`src/rtl/fft_frame_sched_if.sv`:
```
// Magnitude bus from the FFT/CORDIC chain into the frame scheduler.
interface fft_frame_sched_if #(
  parameter int unsigned ADDR_W = 16,
  parameter int unsigned MAG_W  = 16
);

  logic              fft_magni_valid;
  logic [MAG_W-1:0]  fft_magni_data;
  logic [ADDR_W-1:0] fft_magni_addr;

  // Producer side (FFT chain / testbench driver)
  modport master (
    output fft_magni_valid,
    output fft_magni_data,
    output fft_magni_addr
  );

  // Consumer side (frame scheduler)
  modport slave (
    input  fft_magni_valid,
    input  fft_magni_data,
    input  fft_magni_addr
  );

endinterface

```
`src/rtl/fft_frame_sched.sv`:
```
// Frame sequencer for the FFT magnitude chain: gates one N_FFT-sample frame
// into the FFT, scans the returned magnitudes for the peak bin and reports it.
module fft_frame_sched #(
  parameter int unsigned N_FFT   = 1024,
  parameter int unsigned ADDR_W  = 16,
  parameter int unsigned MAG_W   = 16,
  parameter int unsigned TIMEOUT = 65535
) (
  input  logic                sys_clk,
  input  logic                sys_rstn,
  input  logic                start_req,
  input  logic                cont_mode,
  input  logic                s_adc_valid,
  output logic                fft_adc_valid,
  fft_frame_sched_if.slave    magni_if,
  output logic                busy,
  output logic                peak_valid,
  output logic [ADDR_W-1:0]   peak_addr,
  output logic [MAG_W-1:0]    peak_magni,
  output logic                timeout_err
);

  localparam int unsigned LOG2N = $clog2(N_FFT);
  localparam int unsigned CNT_W = LOG2N + 1;
  localparam int unsigned TMR_W = 16;

  localparam logic [CNT_W-1:0] CNT_LAST = CNT_W'(N_FFT - 1);
  localparam logic [LOG2N-1:0] BIN_HALF = LOG2N'(N_FFT / 2);
  localparam logic [TMR_W-1:0] TMR_LAST = TMR_W'(TIMEOUT - 1);
  localparam logic [TMR_W-1:0] TMR_MAX  = '1;

  typedef enum logic [2:0] {
    S_IDLE,
    S_FEED,
    S_WAIT,
    S_SCAN,
    S_DONE
  } state_e;

  state_e              state_q,      state_d;
  logic [CNT_W-1:0]    cnt_q,        cnt_d;
  logic [TMR_W-1:0]    timer_q,      timer_d;
  logic [MAG_W-1:0]    best_magni_q, best_magni_d;
  logic [ADDR_W-1:0]   best_addr_q,  best_addr_d;
  logic [MAG_W-1:0]    peak_magni_q, peak_magni_d;
  logic [ADDR_W-1:0]   peak_addr_q,  peak_addr_d;
  logic                peak_valid_q, peak_valid_d;
  logic                timeout_q,    timeout_d;
  logic                busy_q,       busy_d;

  logic [LOG2N-1:0]    bin_c;
  logic                cand_c;

  // Bin index within one transform; DC and the mirrored upper half never win.
  assign bin_c  = magni_if.fft_magni_addr[LOG2N-1:0];
  assign cand_c = (bin_c != '0) && (bin_c < BIN_HALF);

  // Sample strobe passes only while a frame is being fed.
  assign fft_adc_valid = s_adc_valid && (state_q == S_FEED);

  assign busy        = busy_q;
  assign peak_valid  = peak_valid_q;
  assign peak_addr   = peak_addr_q;
  assign peak_magni  = peak_magni_q;
  assign timeout_err = timeout_q;

  // State and datapath registers.
  always_ff @(posedge sys_clk or negedge sys_rstn) begin
    if (!sys_rstn) begin
      state_q      <= S_IDLE;
      cnt_q        <= '0;
      timer_q      <= '0;
      best_magni_q <= '0;
      best_addr_q  <= '0;
      peak_magni_q <= '0;
      peak_addr_q  <= '0;
      peak_valid_q <= 1'b0;
      timeout_q    <= 1'b0;
      busy_q       <= 1'b0;
    end else begin
      state_q      <= state_d;
      cnt_q        <= cnt_d;
      timer_q      <= timer_d;
      best_magni_q <= best_magni_d;
      best_addr_q  <= best_addr_d;
      peak_magni_q <= peak_magni_d;
      peak_addr_q  <= peak_addr_d;
      peak_valid_q <= peak_valid_d;
      timeout_q    <= timeout_d;
      busy_q       <= busy_d;
    end
  end

  // Next-state, counters, peak search and result/pulse generation.
  always_comb begin
    state_d      = state_q;
    cnt_d        = cnt_q;
    timer_d      = timer_q;
    best_magni_d = best_magni_q;
    best_addr_d  = best_addr_q;
    peak_magni_d = peak_magni_q;
    peak_addr_d  = peak_addr_q;
    peak_valid_d = 1'b0;
    timeout_d    = 1'b0;

    unique case (state_q)
      S_IDLE: begin
        if (start_req || cont_mode) begin
          cnt_d   = '0;
          state_d = S_FEED;
        end
      end

      S_FEED: begin
        if (s_adc_valid) begin
          if (cnt_q == CNT_LAST) begin
            cnt_d        = '0;
            best_magni_d = '0;
            best_addr_d  = ADDR_W'(1);
            timer_d      = '0;
            state_d      = S_WAIT;
          end else begin
            cnt_d = cnt_q + CNT_W'(1);
          end
        end
      end

      S_WAIT, S_SCAN: begin
        if (magni_if.fft_magni_valid) begin
          timer_d = '0;
          cnt_d   = cnt_q + CNT_W'(1);
          state_d = S_SCAN;
          // Strict compare keeps the earliest bin on ties.
          if (cand_c && (magni_if.fft_magni_data > best_magni_q)) begin
            best_magni_d = magni_if.fft_magni_data;
            best_addr_d  = magni_if.fft_magni_addr;
          end
          if (cnt_q == CNT_LAST) begin
            peak_magni_d = best_magni_d;
            peak_addr_d  = best_addr_d;
            peak_valid_d = 1'b1;
            state_d      = S_DONE;
          end
        end else if (timer_q >= TMR_LAST) begin
          timeout_d = 1'b1;
          state_d   = S_IDLE;
        end else if (timer_q != TMR_MAX) begin
          timer_d = timer_q + TMR_W'(1);
        end
      end

      S_DONE: begin
        cnt_d   = '0;
        state_d = cont_mode ? S_FEED : S_IDLE;
      end

      default: begin
        state_d = S_IDLE;
      end
    endcase

    busy_d = (state_d != S_IDLE);
  end

endmodule

```
`src/flat_wrapper.sv`:
```
// flat-port wrapper written by rule: the top's interface ports become plain ports
module fft_frame_sched_flat 
#(
  parameter int unsigned N_FFT   = 1024,
  parameter int unsigned ADDR_W  = 16,
  parameter int unsigned MAG_W   = 16,
  parameter int unsigned TIMEOUT = 65535
)
  (sys_clk, sys_rstn, start_req, cont_mode, s_adc_valid, fft_adc_valid, busy, peak_valid, peak_addr, peak_magni, timeout_err, magni_if_fft_magni_valid, magni_if_fft_magni_data, magni_if_fft_magni_addr);
  fft_frame_sched_if #(.ADDR_W(ADDR_W), .MAG_W(MAG_W)) magni_if_i ();
  input  logic sys_clk;
  input  logic sys_rstn;
  input  logic start_req;
  input  logic cont_mode;
  input  logic s_adc_valid;
  output logic fft_adc_valid;
  output logic busy;
  output logic peak_valid;
  output logic [ADDR_W-1:0] peak_addr;
  output logic [MAG_W-1:0] peak_magni;
  output logic timeout_err;
  input wire logic [$bits(magni_if_i.fft_magni_valid)-1:0] magni_if_fft_magni_valid;
  input wire logic [$bits(magni_if_i.fft_magni_data)-1:0] magni_if_fft_magni_data;
  input wire logic [$bits(magni_if_i.fft_magni_addr)-1:0] magni_if_fft_magni_addr;
  assign magni_if_i.fft_magni_valid = magni_if_fft_magni_valid;
  assign magni_if_i.fft_magni_data = magni_if_fft_magni_data;
  assign magni_if_i.fft_magni_addr = magni_if_fft_magni_addr;
  fft_frame_sched #(.N_FFT(N_FFT), .ADDR_W(ADDR_W), .MAG_W(MAG_W), .TIMEOUT(TIMEOUT)) u_core (.sys_clk(sys_clk), .sys_rstn(sys_rstn), .start_req(start_req), .cont_mode(cont_mode), .s_adc_valid(s_adc_valid), .fft_adc_valid(fft_adc_valid), .magni_if(magni_if_i), .busy(busy), .peak_valid(peak_valid), .peak_addr(peak_addr), .peak_magni(peak_magni), .timeout_err(timeout_err));
endmodule
```
`config.mk`:
```
export PLATFORM = sky130hd
export DESIGN_NAME = fft_frame_sched_flat
export DESIGN_NICKNAME = d
export VERILOG_FILES = /design/src/rtl/fft_frame_sched_if.sv /design/src/rtl/fft_frame_sched.sv /design/src/flat_wrapper.sv
export SDC_FILE = /design/constraint.sdc
export NUM_CORES = 1
export LEC_CHECK = 0
export ABC_AREA = 1
export BUFFER_PORTS_ARGS = -buffer_cell sky130_fd_sc_hd__buf_4
export CAP_MARGIN = 25
export CORE_MARGIN = 2
export CORE_UTILIZATION = 40
export DETAILED_ROUTE_END_ITERATION = 12
export PLACE_DENSITY_LB_ADDON = 0.08
export REMOVE_ABC_BUFFERS = 1
export SETUP_SLACK_MARGIN = 0.1
export SLEW_MARGIN = 20
export SYNTH_ARGS = -nofsm -noshare
export SYNTH_HDL_FRONTEND = slang
export SYNTH_SLANG_ARGS = --single-unit
```
`constraint.sdc`:
```
create_clock -name sys_clk -period 5.83 [get_ports sys_clk]
set_clock_uncertainty 0.05 [all_clocks]
set_input_delay 0 -clock sys_clk [delete_from_list [all_inputs] [get_ports sys_clk]]
set_output_delay 0 -clock sys_clk [all_outputs]
set_load 0.02 [all_outputs]
```
Word level (Yosys, flattened, before mapping):

Cells that the tools add are included.

* register bits after elaboration: 97
* latch bits: 0
* RAM bits: 0
* bits in read-only memories: 0
* input port bits: 38
* output and inout port bits: 36
* logic and storage cells: 74
* memories kept: 0

* $add $sub $neg: 2
* multipliers: 0
* divide/modulo/power cells: 0
* order comparisons: 3
* equality and inequality tests: 12
* shifts and indexed selects: 0
* mux-type cells: 33
* bitwise operators: 0
* reduce and logical (&&, ||, !) cells: 14

Operators by type and width (number)
* $mux W16: 11
* $pmux W16 S2: 3
* $mux W11: 4
* $pmux W11 S4: 1
* $mux W3: 6
* $add A16 B1 Y16 const B: 1
* $ge A16 B16 Y1 const B: 1
* $gt A16 B16 Y1: 1
* $ne A16 B16 Y1 const B: 1
* $pmux W3 S4: 1
* $add A11 B1 Y11 const B: 1
* $eq A11 B10 Y1 const B: 1
* $lt A10 B10 Y1 const B: 1
* $reduce_bool A10 Y1: 1
* $reduce_and A4 Y1: 2
* $mux W1: 7
* $eq A3 B2 Y1 const B: 2
* $ne A2 B2 Y1 const B: 3
* $reduce_and A5 Y1: 1
* $reduce_bool A4 Y1: 1
* $eq A3 B1 Y1 const B: 1
* $eq A3 B3 Y1 const B: 1
* $logic_and A1 B1 Y1: 3
* $logic_not A3 Y1: 1
* 8 further kinds: 8

Depth between registers and ports, before layout:

Gate-level depths: netlist (run 1).

* depth after elaboration: 6
* gate-level depth with buffers: 16
* mapped depth without buffers: 16

Least setup slack after synthesis (run 1):

No wires, ideal clock.

* path type: flip-flop to flip-flop
* from: register u_core.best_magni_q[15]
* to: register u_core.best_magni_q[1]
* library setup time: 126 ps
* arrival: 1646 ps
* required time: 5654 ps
* path slack: 4008 ps
* stages on the path, launching flop included: 12
* buffers on the path: 1
* clock period less this slack: 1822 ps
* cells stage by stage: dfrtp_1 -> inv_1 -> ha_1 -> nand2_1 -> nor2_1 -> nand2_1 -> nor2_1 -> nor2_1 -> clkbuf_1 -> nand3_1 -> nand3_1 -> o21ai_0

* word-level cells in the longest chain between the ends: 5

RTL lines
* start: declaration: line fft_frame_sched.sv:43 `logic [MAG_W-1:0] best_magni_q, best_magni_d;`
* start signal: assignment: line fft_frame_sched.sv:84 `best_magni_q <= best_magni_d;`
* $gt A16 B16 Y1: line fft_frame_sched.sv:134 `if (cand_c && (magni_if.fft_magni_data > best_magni_q)) begin`
* $logic_and A1 B1 Y1: line fft_frame_sched.sv:134
* $mux W16: line fft_frame_sched.sv:134
* $mux W16: line fft_frame_sched.sv:129 `if (magni_if.fft_magni_valid) begin`
* $pmux W16 S2: line fft_frame_sched.sv:106 `unique case (state_q)`

Every way passes these cells. The select of a mux whose other input is x is not followed.
A chain may end at the register's enable or synchronous reset.

Final worst setup path (run 1):

* from: register u_core.cnt_q[0]
* to: register u_core.peak_magni_q[7], in the netlist u_core.peak_magni[7]

* word-level cells in the longest chain between the ends: 2

RTL lines
* start: declaration: line fft_frame_sched.sv:41 `logic [CNT_W-1:0] cnt_q, cnt_d;`
* start signal: assignment: line fft_frame_sched.sv:82 `cnt_q <= cnt_d;`
* $eq A11 B10 Y1: line fft_frame_sched.sv:138 `if (cnt_q == CNT_LAST) begin`
* $reduce_and A3 Y1 (no line)
* end signal: assignment: line fft_frame_sched.sv:86 `peak_magni_q <= peak_magni_d;`
* end: declaration: line fft_frame_sched.sv:45 `logic [MAG_W-1:0] peak_magni_q, peak_magni_d;`

Every way passes these cells.

==> results.md, run 1 <==
- Rows: 42
- Final Cell Area: 6660 um2
- I/O Pins: 74
- Outcome: completed
- Post-synth top area cell: dfrtp_1
- Area contributors post-synth: dfrtp_1 45%, nand2_1 12%, nand3_1 11%, inv_1 6.4%, ha_1 4.4%
- Number of vias per cell: 4.94
- Mapped Area: 5380 um2
- Syn_area_per_cell: 7.74 um2
- Antenna Nets Post-Route: 0
- Flops & latches, synth: 97
- Initial Utilization: 40.8%
- Gpl congestion: 0.805
- Max-slew violations: 0
- DIE AREA: 14400 um2
- CP peak stage delay: 690 ps
- Core area: 13200 um2
- Detailed placement HPWL: 8600 um
- Layout cell share with drive strength beyond 1: 16.1%
- Clk_lat worst skew: 350 ps
- Nets@finish: 846
- Post-synth cell types: 37
- DRT Pass-1 Iters: 4
- WL per Instance: 13.8 um
- WHS: 3.32 ps
- CTS max path bufs: 2
- Ant. Diodes: 0
- Relative slew margins: 39.9%
- Pin count of the biggest net entering global routing: 65
- CTS tree: done
- Post_cts resized: 0
- Reg clk slew, reported paths: 60 ps
- Total GRT Usage: 19.5%
- Reg2Reg Setup Slack: 3520 ps
- Startpoint types: register
- Number of global-route vias before repair: 4791
- Leakage: 3.47 nW
- Num CTS Buffers: 9
- RSZ-0062 raised after global routing: false
- Post-synth top area share: 45.1%
- Worst hold path type: input pin to register
- Total number of cells along the worst setup path: 9
- Setup Total Neg Slack: 0 ps
- Die width: 120 um
- Power Density: 306 nW/um2
- Worst path cell trace: ha_1 -> nand2_1 -> nor2_4 -> nand3_2 -> inv_2 -> nand2_2 -> nor2_4 -> nand3_1 -> nand2_1
- Warnings from Yosys: 0
- Max-cap violations: 0
- Final Setup Violations: 0
- Clock Sinks: 97
- Minimum clock period: 2310 ps
- Placed cell count: 925
- Setup WS pre-CTS: 3520 ps
- CP Class: register to register
- Initial DRC Count: 256
- Routed vias: 4789
- Peak Freq: 0.433 GHz
- Final Hold Viols: 0
- CTS root buffer: clkbuf_16
- Final period util: 39.6%
- Crit Path Max Fanout: 34
- Placed Area: 6060 um2
- Syn Inst Count: 695
- Core Util, Final: 50.5%
- Hold Crit Depth: 5
- Total power: 2.04 mW
- Non-Filler Instances: 970
- First-pass GRT wire length: 22600 um
- Worst Slack Setup Final: 3520 ps
- CP delay by family, top: simple AND/OR/NAND/NOR gates
- Vert. Die Dim: 120 um
- Area Overhead vs Synth: 23.8%
- Kind of end point of the critical path: register
- Critical path required time: 6060 ps
- Critical-path top delay cell: nor2_4
- Residual DRC count: 0
- Fillers: 1297
- Drt total wl: 13300 um
- Worst Reg-to-Reg Cells: 9
- Congestion Overflow GR: 0
- IO Port Bufs: 73
- # H-tree levels: 3
- Peak VDD IR: 166 uV
- Post-synthesis sequential area ratio: 45.1%
- Buf/Inv on CP: 1
- Critical path data arrival time: 2540 ps
- Initial antenna violation count: 0
- Worst Max-Slew Pin Slew: 900 ps
where the power goes:
part / switching, mW / internal [mW] / leakage, nW
Combinational: 0.387 / 0.204 / 2.03
Clock: 0.260 / 0.356 / 0.149
Sequential: 0.0454 / 0.785 / 1.29
registers in the layout, summed over array words and instances (netlist names):
signal	count
u_core.cnt_q	11
u_core.best_magni_q	16
u_core.peak_valid	1
u_core.state_q	3
u_core.peak_addr	16
u_core.busy	1
u_core.best_addr_q	16
u_core.peak_magni	16
u_core.timeout_err	1
u_core.timer_q	16
layout by cell type (no fill, tap or decap), types with 2 or more instances in the layout:
| cell type | count |
|---|---|
| nor2_8 | 2 |
| dlygate4sd3_1 | 29 |
| inv_4 | 3 |
| xor2_1 | 10 |
| nand3_2 | 3 |
| a21oi_1 | 19 |
| nor3_1 | 10 |
| nand2_1 | 175 |
| o21bai_1 | 2 |
| nand4_1 | 10 |
| inv_2 | 6 |
| nor2_1 | 35 |
| buf_4 | 79 |
| o21ai_0 | 31 |
| dfrtp_1 | 97 |
| clkbuf_8 | 2 |
| o21ai_2 | 2 |
| nand2_4 | 2 |
| inv_1 | 91 |
| ha_1 | 19 |
| clkbuf_16 | 9 |
| nand3_1 | 116 |
| o21ai_1 | 12 |
| nor3b_1 | 2 |
| nor2_2 | 5 |
| nor2_4 | 3 |
| nand2_2 | 6 |
cell type report:
| type | count | area (um2) | share of cell area [%] |
|---|---|---|---|
| sequential | 97 | 2430 | 36.5 |
| inverter | 100 | 383 | 5.75 |
| clock buffer | 12 | 256 | 3.85 |
| timing repair buffer | 108 | 883 | 13.3 |
| clock inverter | 4 | 51.3 | 0.770 |
| tap | 176 | 220 | 3.31 |
| multi-input combinational | 473 | 2440 | 36.6 |
worst min-delay path, stage by stage:
cell	delay, ps
buf_4	90
inv_1	30
nand3_1	80
nand3_1	100
nand2_1	60
cell families after synthesis:
family,after synthesis,share of synthesized area [%]
AO/OA/AOI/OAI,73,7.56
flip-flops,97,45.1
buffers and inverters,125,9.65
XOR/XNOR,10,1.63
AND/OR/NAND/NOR,371,31.6
adder cells (fa/ha/maj),19,4.42
worst paths after layout:
check	from	end
worst min-delay path	magni_if_fft_magni_addr[5]	u_core.peak_addr[5]$_DFFE_PN0P_
worst min register to register	u_core.peak_addr[5]$_DFFE_PN0P_	u_core.peak_addr[5]$_DFFE_PN0P_
min in group asynchronous	sys_rstn	u_core.timer_q[13]$_DFFE_PN0P_
worst max-delay path	u_core.cnt_q[0]$_DFFE_PN0P_	u_core.peak_magni[7]$_DFFE_PN0P_
worst max register to register	u_core.cnt_q[0]$_DFFE_PN0P_	u_core.peak_magni[7]$_DFFE_PN0P_
max in group asynchronous	sys_rstn	u_core.cnt_q[1]$_DFFE_PN0P_
per-layer routing:
layer  global-route usage, %  up-vias  routed length (um)
li1                        -     2429                   -
met1                    24.5     2265                6170
met2                    33.0       82                6590
met3                    4.75       13                 432
met4                    6.18        0                 155
met5                       0        -                   0
Yosys cell counts:
master     count
nand2_2        5
dfrtp_1       97
nor2_1        36
nand2_4        2
clkbuf_1       6
o21ai_1       12
nand3b_1       1
a21o_1         1
nand2_1      176
nor2_2         4
ha_1          19
a2bb2oi_1      1
buf_1          1
nand4_1       10
a21oi_1       19
o21ai_0       31
nor3_1        10
xor2_1        10
buf_2         13
nand3_1      116
nor3b_1        2
o21ai_4        1
o311a_1        1
o211ai_1       1
o22ai_1        1
a21boi_0       1
nor2_4         3
inv_4          3
nor2_8         2
inv_1         91
inv_2          6
or2_2          1
nand3_2        3
buf_4          3
o21bai_1       2
o21ai_2        2
buf_6          2
timing repair:
action,in CTS,in global routing
endpoints found under the hold margin,89,0
buffers inserted,0,0
hold buffers,29,0
Note: power is estimated with default switching activity, not from simulation.
==> run 2: changes to the inputs <==
- clock period: 5.83 -> 2.3 ns (I/O delays scaled with it)
==> results.md, run 2 (synthesis gave the netlist of run 1 again) <==
- First-pass GRT wire length: 22700 um (+0.43%)
- Leakage: 3.55 nW (+2.4%)
- Critical path required time: 2470 ps (-3590 ps)
- Clock Sinks: 97 (unchanged)
- Critical path data arrival time: 2190 ps (-350 ps)
- Antenna Nets Post-Route: 0 (unchanged)
- Layout cell share with drive strength beyond 1: 17.0% (+0.88 points)
- Number of global-route vias before repair: 4926 (+2.8%)
- Power Internal: 3.76 mW (+180%)
- Detailed placement HPWL: 8950 um (+4.1%)
- CP Class: register to register
- WL per Instance: 13.5 um (-1.6%)
- Drt total wl: 13200 um (-1.0%)
- Final Hold Viols: 0 (unchanged)
- Relative slew margins: 64.2% (+24 points)
- Routed vias: 4841 (+1.1%)
- Commonest non-fill, non-tap cells in the layout: 174 x nand2_1, 116 x nand3_1, 97 x dfrtp_1
- Core area: 13200 um2 (unchanged)
- Switching part of the total: 32.1% (-1.8 points)
- Congestion Overflow GR: 0 (unchanged)
- Peak VDD IR: 386 uV (+130%)
- Power Density: 810 nW/um2 (+160%)
- Nets@finish: 852 (+0.71%)
- Worst Max-Slew Pin Slew: 533 ps (-367 ps)
- Reg clk slew, reported paths: 70 ps (about the same)
- Fillers: 1289 (-0.62%)
- Max-cap violations: 0 (unchanged)
- Pin count of the biggest net entering global routing: 64 (-1.5%)
- Gpl congestion: 0.839 (+4.2%)
- Initial Utilization: 40.8% (unchanged)
- CTS tree: done
- Final Cell Area: 6830 um2 (+2.6%)
- Commonest non-fill, non-tap cell in the layout: nand2_1
- Clk_lat worst skew: 350 ps (about the same)
- Max-slew violations: 0 (unchanged)
- Final period util: 87.9% (+48 points)
- DIE AREA: 14400 um2 (unchanged)
- IO Port Bufs: 73 (unchanged)
- CTS max path bufs: 2 (unchanged)
- Placed Area: 6150 um2 (+1.5%)
- Clock network fraction of total power: 33.0% (+2.8 points)
- CTS root buffer: clkbuf_16
- I/O Pins: 74 (unchanged)
- Initial DRC Count: 267 (+4.3%)
- Crit Path Max Fanout: 31 (-8.8%)
- Kind of end point of the critical path: register
- Total GRT Usage: 19.6% (+0.073 points)
- Final Setup Violations: 0 (unchanged)
- Initial antenna violation count: 0 (unchanged)
- Residual DRC count: 0 (unchanged)
- Number of vias per cell: 4.96 (+0.46%)
- Reg power frac: 38.0% (-2.8 points)
- # H-tree levels: 3 (unchanged)
- Switch Pwr: 1.78 mW (+160%)
- DRT Pass-1 Iters: 5 (+1)
- Worst hold path type: input pin to register
- Startpoint types: register
- Core Util, Final: 51.8% (+1.3 points)
- Outcome: completed
- RSZ-0062 raised after global routing: false
- Num CTS Buffers: 9 (unchanged)
- Logic pwr share: 29.0% (about the same)
- Total power: 5.54 mW (+170%)
- Die width: 120 um (unchanged)
- Ant. Diodes: 0 (unchanged)
- Peak Freq: 0.494 GHz (+14%)
- Minimum clock period: 2020 ps (-286 ps)
- Vert. Die Dim: 120 um (unchanged)
- Area Overhead vs Synth: 27.0%
- Rows: 42 (unchanged)
==> run 2: cell count changes in the layout (fill, tap and decap cells not counted), sizes merged <==
cell and change:
clkinvlp -1, bufinv +3, clkbuf -2, buf +6
==> run 2: area by class of cell <==
class | instances | area (um2) | area share, %
tap | 176 | 220 | 3.22
multi-input combinational | 473 | 2450 | 35.8
timing repair buffer | 114 | 995 | 14.6
clock inverter | 6 | 130 | 1.90
inverter | 100 | 383 | 5.60
sequential | 97 | 2430 | 35.5
clock buffer | 10 | 229 | 3.35
==> run 2: what timing repair did <==
action	CTS	global route
hold buffers	29	0
buffers inserted	0	0
gates resized for setup	0	8
endpoints found under the hold margin	92	0
endpoints found under the setup margin	0	62
==> run 2: per-stage QoR <==
stage / TNS, ps / setup slack, ps / hold slack, ps / cells
finish: 0 / 277 / 13.3 / 976
CTS: 0 / 232 / 8.12 / 976
floorplan: -57280 / -973 / -346 / 670
detailed placement: 0 / 241 / -52.9 / 931
global route: 0 / 79.9 / 43.1 / 976
global placement: 0 / 295 / -50.6 / 931
==> run 2: critical path, stage by stage, from the launching register on <==
cell,delay (ps)
dfrtp_1,360
inv_1,90
ha_1,260
nand2_1,100
nor2_1,60
nand2_1,80
nor2_1,60
nor2_2,180
buf_6,300
nand3_1,130
nand3_1,100
o21ai_0,100
==> run 2: path summary, 6_finish.rpt <==
kind                                                startpoint                                  to  slack, ps  cells after the start
setup / recovery           u_core.best_magni_q[15]$_DFFE_PN0P_  u_core.best_magni_q[7]$_DFFE_PN0P_        280                     11
hold / removal                      magni_if_fft_magni_data[0]  u_core.best_magni_q[0]$_DFFE_PN0P_         10                      5
setup reg to reg           u_core.best_magni_q[15]$_DFFE_PN0P_  u_core.best_magni_q[7]$_DFFE_PN0P_        280                     11
hold reg to reg               u_core.peak_addr[10]$_DFFE_PN0P_    u_core.peak_addr[10]$_DFFE_PN0P_        430                      2
max in group asynchronous                             sys_rstn    u_core.peak_addr[11]$_DFFE_PN0P_       1400                      3
min in group asynchronous                             sys_rstn      u_core.timer_q[13]$_DFFE_PN0P_        100                      2
==> run 2: routing by layer <==
metal  global-route usage (%)  share of wire, %  wire, um  vias to the layer above
met5                        0                 0         0                        -
met4                     8.38               2.3       299                        0
met1                     25.5                47      6210                     2290
li1                         -                 -         -                     2448
met2                     32.4                48      6340                       85
met3                     2.99               2.7       362                       18
==> run 2: power by group through the flow <==
stage | combinational (mW) | clock, mW | sequential (mW)
floorplan | 1.05 | 0 | 2.11
global placement | 1.47 | 0 | 2.13
detailed placement | 1.51 | 0 | 2.13
CTS | 1.56 | 1.87 | 2.10
global route | 1.86 | 1.93 | 2.14
finish | 1.60 | 1.83 | 2.10
==> run 3: changes to the inputs <==
- clock period: 2.3 -> 1.75 ns (I/O delays scaled with it)
==> results.md, run 3 (synthesis gave the netlist of run 1 again) <==
- Outcome: finished, violations left
- Failing checks: setup timing
- Initial antenna violation count: 0 (unchanged)
- Worst hold path type: input pin to register
- Core Util, Final: 66.3% (+14 points)
- IO Port Bufs: 73 (unchanged)
- DIE AREA: 14400 um2 (unchanged)
- Number of global-route vias before repair: 5282 (+7.2%)
- CP Class: register to register
- Critical-path top delay cell: dfrtp_1
- Worst path cell trace: inv_2 -> ha_4 -> nand2_2 -> nor2_2 -> nand4_1 -> nor2_2 -> nor2_4 -> buf_6 -> buf_12 -> nand3_2 -> nand3_1 -> o21ai_1
- Clk_lat worst skew: 360 ps (about the same)
- Clock Sinks: 97 (unchanged)
- Total power: 8.92 mW (+61%)
- Footprint of the multi-input gates: 3430 um2 (+40%)
- CTS tree: done
- Setup Total Neg Slack: -8920 ps (-8920 ps)
- Antenna Nets Post-Route: 0 (unchanged)
- Gpl congestion: 0.884 (+5.4%)
- Core area: 13200 um2 (unchanged)
- Final Setup Violations: 76 (+76)
- Total GRT Usage: 21.8% (+2.2 points)
- Commonest non-fill, non-tap cells in the layout: 138 x buf_4, 124 x nand2_1, 94 x dfrtp_1
- Peak VDD IR: 483 uV (+25%)
- WL per Instance: 15.1 um (+12%)
- Peak Freq: 0.519 GHz (+4.9%)
- Initial Utilization: 40.8% (unchanged)
- Congestion Overflow GR: 0 (unchanged)
- Vert. Die Dim: 120 um (unchanged)
- Final Hold Viols: 0 (unchanged)
- Setup WS pre-CTS: -174 ps (-414 ps)
- Kind of end point of the critical path: register
- Routed vias: 5405 (+12%)
- Num CTS Buffers: 9 (unchanged)
- First-pass GRT wire length: 25100 um (+11%)
- CTS max path bufs: 2 (unchanged)
- Rows: 42 (unchanged)
- Residual DRC count: 0 (unchanged)
- R2r startpoint: u_core.best_magni_q[4]$_DFFE_PN0P_
- Critical path origin: u_core.best_magni_q[4]$_DFFE_PN0P_
- Layout cell share with drive strength beyond 1: 46.0% (+29 points)
- Commonest non-fill, non-tap cell in the layout: buf_4
- Reg clk slew, reported paths: 70 ps (about the same)
- Worst Slack Setup Final: -178 ps (-455 ps)
- Initial DRC Count: 278 (+4.1%)
- CTS root buffer: clkbuf_16
- Max-slew violations: 0 (unchanged)
- DRT Pass-1 Iters: 4 (-1)
- Drt total wl: 16200 um (+23%)
- # H-tree levels: 3 (unchanged)
- Worst Max-Slew Pin Slew: 628 ps (+94.7 ps)
- Die width: 120 um (unchanged)
- Fillers: 1049 (-19%)
- Hold Crit Start: magni_if_fft_magni_data[7]
- Reg2Reg Setup Slack: -180 ps (-460 ps)
- I/O Pins: 74 (unchanged)
- Seq. cell area: 2430 um2 (+0.15%)
- R2r endpoint: u_core.best_magni_q[9]$_DFFE_PN0P_
- Critical path data arrival time: 2120 ps (-70 ps)
- Number of vias per cell: 5.03 (+1.5%)
- CP peak stage delay: 390 ps (+30 ps)
- WHS Endpoint: u_core.peak_magni[7]$_DFFE_PN0P_
- Critical path required time: 1940 ps (-530 ps)
- Detailed placement HPWL: 9570 um (+6.8%)
- Area Overhead vs Synth: 62.5%
- Max-cap violations: 0 (unchanged)
- RSZ-0062 raised after global routing: true
- Leakage: 4.20 nW (+18%)
- Relative slew margins: 57.8% (-6.4 points)
- Startpoint types: register
- Nets@finish: 950 (+12%)
- Power Density: 1020 nW/um2 (+26%)
- Crit Path Max Fanout: 6 (-81%)
- Pin count of the biggest net entering global routing: 42 (-34%)
- CP most frequent cell: nor2_2
- Minimum clock period: 1930 ps (-94.8 ps)
- Ant. Diodes: 0 (unchanged)
- Final period util: 110% (+22 points)
- Worst Reg-to-Reg Cells: 12 (+1)
- Hold Crit Depth: 5 (unchanged)
[run 3: cell count changes in the layout (fill, tap and decap cells not counted), sizes merged]
cell and delta:
buf +89, bufinv -4, clkbuf +2, clkinv -2, clkinvlp +3, dlygate4sd3 +4, inv +5, nor2 +1
[run 3: worst max path at each step]
stage	slack (ps)	to	cells after the start
after global routing	-270	u_core.best_magni_q[12]$_DFFE_PN0P_	12
after floorplan	-1520	u_core.best_addr_q[0]$_DFFE_PN0P_	12
after global placement	-120	u_core.peak_addr[0]$_DFFE_PN0P_	14
after detailed placement	-170	u_core.best_addr_q[15]$_DFFE_PN0P_	12
after CTS	-110	u_core.peak_addr[6]$_DFFE_PN0P_	12
final	-180	u_core.best_magni_q[9]$_DFFE_PN0P_	12
[run 3: worst max-delay path, delay by kind of cell (launching register included)]
kind,cells,cell delay (ps)
buf+inv,3,410
simple gates,7,680
fa+ha+maj,1,200
compound gates,1,80
flops,1,390
[run 3: stage by stage]
| stage | hold WS, ps | cell area [um2] | instances |
|---|---|---|---|
| 2_1_floorplan | -346 | 5240 | 670 |
| 3_3_place_gp | -17.1 | 6510 | 973 |
| 3_5_place_dp | -10.8 | 6510 | 973 |
| 4_1_cts | 14.8 | 7710 | 1040 |
| 5_1_grt | 98.9 | 8740 | 1074 |
| 6_report | 54.0 | 8740 | 1074 |
[run 3: power by group]
| part | total [mW] | switching, mW | internal, mW | leakage (nW) |
|---|---|---|---|---|
| registers | 2.81 | 0.196 | 2.62 | 1.29 |
| clock network | 1.98 | 0.985 | 0.991 | 0.131 |
| logic | 4.13 | 2.22 | 1.92 | 2.78 |
[run 3: area by class of cell]
type / instances / share of cell area, %
repair buffers: 210 / 22.5
clock buffers: 9 / 2.58
repair inverters: 1 / 0.129
well taps: 176 / 2.52
inverters: 100 / 4.55
multi-input cells: 474 / 39.2
clock inverters: 7 / 0.687
flip-flops and latches: 97 / 27.8
[run 3: repair_timing]
item	CTS	global route
pin swaps	35	49
buffers inserted	15	32
gates resized for setup	114	188
hold buffers	33	0
setup endpoints to repair	87	92
cloned	4	3
hold endpoints to repair	104	0
[run 3: routing by layer]
metal  track usage, %  part of all wire, %
met1             27.5                   43
met2             37.5                   51
met3             3.85                  3.6
met4             7.72                  2.3
met5                0                    0
